==> config.mk <==
export PLATFORM = sky130hd
export DESIGN_NAME = timer_dev
export DESIGN_NICKNAME = d
export VERILOG_FILES = /design/src/rtl/timer_dev.sv
export SDC_FILE = /design/constraint.sdc
export NUM_CORES = 1
export LEC_CHECK = 0
export ABC_AREA = 1
export CAP_MARGIN = 20
export CORE_MARGIN = 2
export CORE_UTILIZATION = 42
export CTS_BUF_LIST = sky130_fd_sc_hd__clkbuf_16
export DETAILED_ROUTE_END_ITERATION = 10
export GPL_TIMING_DRIVEN = 0
export HOLD_SLACK_MARGIN = 0.03
export PLACE_DENSITY = 0.63
export REMOVE_ABC_BUFFERS = 1
export SYNTH_ARGS = -nofsm -noshare
export SYNTH_HDL_FRONTEND = slang
export SYNTH_SLANG_ARGS = --single-unit
==> constraint.sdc <==
create_clock -name clk -period 2.3 [get_ports clk]
set_input_delay 0.46 -clock clk [delete_from_list [all_inputs] [get_ports clk]]
set_output_delay 0.46 -clock clk [all_outputs]
set_load 0.02 [all_outputs]
==> src/rtl/timer_dev.sv <==
// Memory-mapped down-counting timer with one-shot and auto-reload modes.
// Exposes CTRL/PRESET/COUNT registers and a maskable interrupt request.
module timer_dev (
   input  logic        clk,
   input  logic        rst_n,
   input  logic        we,
   input  logic [1:0]  addr,
   input  logic [31:0] wd,
   output logic [31:0] rd,
   output logic        irq
);

   localparam int unsigned DW = 32;
   localparam int unsigned CW = 4;

   typedef enum logic [1:0] {
      ST_IDLE,
      ST_LOAD,
      ST_CNT,
      ST_INT
   } state_t;

   state_t         state, state_nxt;
   logic [CW-1:0]  ctrl, ctrl_nxt;
   logic [DW-1:0]  preset, preset_nxt;
   logic [DW-1:0]  count, count_nxt;
   logic           irq_flag, flag_nxt;

   logic en;
   logic auto_reload;
   logic wr_ctrl;
   logic wr_preset;

   assign en          = ctrl[0];
   assign auto_reload = (ctrl[2:1] == 2'b01);
   assign wr_ctrl     = we && (addr == 2'd0);
   assign wr_preset   = we && (addr == 2'd1);

   // State and register file
   always_ff @(posedge clk or negedge rst_n) begin
      if (!rst_n) begin
         state    <= ST_IDLE;
         ctrl     <= '0;
         preset   <= '0;
         count    <= '0;
         irq_flag <= 1'b0;
      end else begin
         state    <= state_nxt;
         ctrl     <= ctrl_nxt;
         preset   <= preset_nxt;
         count    <= count_nxt;
         irq_flag <= flag_nxt;
      end
   end

   // Next-state logic; CPU writes are applied last so they override the hardware EN clear
   always_comb begin
      state_nxt  = state;
      ctrl_nxt   = ctrl;
      preset_nxt = preset;
      count_nxt  = count;
      flag_nxt   = irq_flag;

      // One-shot flag is acknowledged by any CTRL/PRESET write; a same-cycle expiry re-sets it below
      if (!auto_reload && (wr_ctrl || wr_preset)) begin
         flag_nxt = 1'b0;
      end

      case (state)
         ST_IDLE: begin
            if (en) begin
               state_nxt = ST_LOAD;
            end
         end
         ST_LOAD: begin
            count_nxt = preset;
            state_nxt = ST_CNT;
         end
         ST_CNT: begin
            if (!en) begin
               state_nxt = ST_IDLE;
            end else if (count > DW'(1)) begin
               count_nxt = count - DW'(1);
            end else begin
               count_nxt = '0;
               flag_nxt  = 1'b1;
               state_nxt = ST_INT;
            end
         end
         ST_INT: begin
            if (auto_reload) begin
               flag_nxt  = 1'b0;
               state_nxt = ST_LOAD;
            end else begin
               ctrl_nxt[0] = 1'b0;
               state_nxt   = ST_IDLE;
            end
         end
         default: state_nxt = ST_IDLE;
      endcase

      if (wr_preset) begin
         preset_nxt = wd;
      end
      if (wr_ctrl) begin
         ctrl_nxt = wd[CW-1:0];
      end
   end

   // Read mux
   always_comb begin
      rd = '0;
      case (addr)
         2'd0:    rd = DW'(ctrl);
         2'd1:    rd = preset;
         2'd2:    rd = count;
         default: rd = '0;
      endcase
   end

   assign irq = ctrl[3] & irq_flag;

endmodule

==> flow_summary.yaml <==
sta:
  fin_crit_ns: 2.19
  final.setup.tns_ns: 0
  fin_crit_sh_pct: 95.3
  relSlewSlack_pct: 36.0
  clock.fmax_mhz: 456
  slew_violations: 0
  hold_violations: 0
  postLayoutSetupSlackWorst_ns: 0.108
  finalClockSkew_ns: 0.00794
  whs_ns: 0.489
  tightestPinTransition_ns: 0.957
  rsz0062_at_grt: "false"
  finalSetupViolCount: 0
setup_path:
  slowest_delay_ns: 0.35
  cp_cell_sequence: "dlygate4sd2_1 -> nor2_4 -> clkinvlp_4 -> buf_8 -> o211ai_1 -> buf_4"
  cp-start-kind: "input pin"
  crit_family: "buffers and inverters"
  r2r_cells: 11
  crit_type: "input pin to primary output"
  crit_required_ns: 1.84
  cp_slowest_cell: "dlygate4sd2_1"
  crit_path_end_kind: "primary output"
  crit_arrival_ns: 1.73
  cp_max_fo: 16
  worstSetupPathDepth: 6
  path_buf_inv: 4
place:
  placed_area_mm2: 0.00522
  numPortBuffers: 69
  post-place-ws_ns: -1.46
  gp_congestion: 0.899
  placedCellCount: 812
  post-dp-hpwl_mm: 8.34
final_layout:
  final_common_cell: "nand2_1"
  finalInstanceArea_mm2: 0.00567
  nets: 738
  drive_above_1_share_pct: 16.6
  fin_util_pct: 55.2
  final_cells: 840
  diodes: 0
  area_delta_synth_final_pct: 28.6
  mostFrequentLayoutCells: "226 x nand2_1, 71 x dfrtp_1, 68 x inv_1, 67 x nor2_1, 41 x o21ai_0"
  num-fill-cells: 1001
route:
  vias_per_cell: 4.98
  post_drt_wl_per_cell_um: 14.7
  vias: 4186
  drt_first_pass_iters: 5
  drc_errors: 0
  drt_iter0_drc: 186
  wl_mm: 12.4
  ant_nets: 0
synthesis:
  syn_area_per_cell_um2: 7.04
  ys_ff_latch: 71
  netlist-cell-type-count: 24
  ys_warn_count: 0
  syn_inst: 626
  syn_area_mm2: 0.00441
  yosysSeqAreaShare_pct: 40.3
pwr:
  sw_frac_of_total_pct: 44.1
  combinationalPowerShare_pct: 44.3
  pwr-share-seq_pct: 32.6
  p_per_area_mw_per_mm2: 1160
  p_sw_mw: 2.90
  leakage_nw: 2.72
  p_clk_share_pct: 23.1
  fin_total_pwr_mw: 6.59
  peakVddDrop_uv: 438
  internal_power_mw: 3.69
clock_network:
  ctsLongestPathBuffers: 2
  cts_sinks: 71
  h-tree-depth: 3
  insertion_delay_ns: 0.33
  numCtsBuffers: 9
  cts-root-buf: "clkbuf_16"
  cts_tree: "built"
  clk_pin_slew_ns: 0.06
floorplanning:
  io_pins: 70
  rows: 37
  core_area_mm2: 0.0103
  start_util_pct: 42.9
  dieHeight_um: 106
  die_w_um: 106
  die-area_mm2: 0.0113
grt:
  grt_pass1_wl_mm: 20.6
  grt.overflow.total: 0
  grt_pass1_vias: 4200
  grt_antenna_before_repair: 0
  grt_use_total_pct: 22.9
  grt_max_degree: 55
job:
  cap_violations: 0
run_status:
  status: "finished clean"
worst_hold_path:
  min_path_type: "register to register"
  hold_path_depth: 2
==> per-layer routing <==
layer / routed length [um] / GRT usage, % / vias to the layer above
met5: 0 / 0 / -
met4: 178 / 7.14 / 0
met3: 511 / 2.88 / 14
met2: 5850 / 36.5 / 104
met1: 5840 / 32.4 / 1952
li1: - / - / 2116
==> worst paths after layout <==
path / start / to / slack (ns)
max: addr[1] / rd[2] / 0.11
min: preset[3] / preset[3] / 0.49
max reg2reg: count[0] / count[12] / 0.23
min reg2reg: preset[3] / preset[3] / 0.49
max in group asynchronous: rst_n / count[22] / 1.18
min in group asynchronous: rst_n / preset[20] / 0.54
==> state kept, by name, indices dropped and copies added, names as in the netlist <==
signal / flops
count: 32
state: 2
irq_flag: 1
preset: 32
ctrl: 4
==> worst min-delay path, cell delays in order (launching register included) <==
cell and delay (ns):
dfrtp_1 0.35, nand2_1 0.05, o21ai_0 0.06
==> cells in the mapped netlist (all sizes together) <==
| master | instances | share of area (%) |
|---|---|---|
| inv | 72 | 6.1 |
| buf | 9 | 1.3 |
| nand4 | 3 | 0.43 |
| o22ai | 20 | 2.8 |
| nand2 | 235 | 20 |
| clkbuf | 12 | 1.0 |
| o211ai | 2 | 0.34 |
| o21ai | 46 | 5.5 |
| dfrtp | 71 | 40 |
| nor2 | 83 | 8.4 |
| o221ai | 3 | 0.60 |
| ha | 2 | 0.57 |
| xnor2 | 1 | 0.20 |
| nand3 | 22 | 3.4 |
| xor2 | 14 | 2.8 |
| mux2 | 16 | 4.1 |
| a21oi | 15 | 1.7 |
==> cells by family after synthesis <==
group | after synthesis | share of synthesized area, %
compound gates | 86 | 11.0
simple gates | 343 | 32.6
flops | 71 | 40.3
fa+ha+maj | 2 | 0.568
buf+inv | 93 | 8.46
mux | 16 | 4.09
xor+xnor | 15 | 2.98
==> power by group through the flow <==
stage	sequential (mW)	clock, mW	combinational [mW]
after global placement	2.14	0	2.69
after detailed placement	2.15	0	2.81
final	2.15	1.52	2.92
after floorplan	2.01	0	1.97
after global routing	2.21	1.60	3.30
after CTS	2.14	1.55	2.89
==> what timing repair did <==
item / 4_1_cts / 5_1_grt
setup buffers: 5 / 4
setup endpoints to repair: 97 / 90
resized for setup: 152 / 6
hold endpoints to repair: 17 / 0
hold buffers: 1 / 0
cloned: 2 / 0
pin swaps: 2 / 2
==> cell type report <==
type	instances	area (um^2)	area share, %
flip-flops and latches	71	1780	31.3
repair buffers	81	808	14.3
clock buffers	9	225	3.97
well taps	136	170	3.00
inverters	72	282	4.97
repair inverters	2	12.5	0.221
clock inverters	7	96.3	1.70
multi-input cells	462	2300	40.5
(Power assumes the default switching activity.)
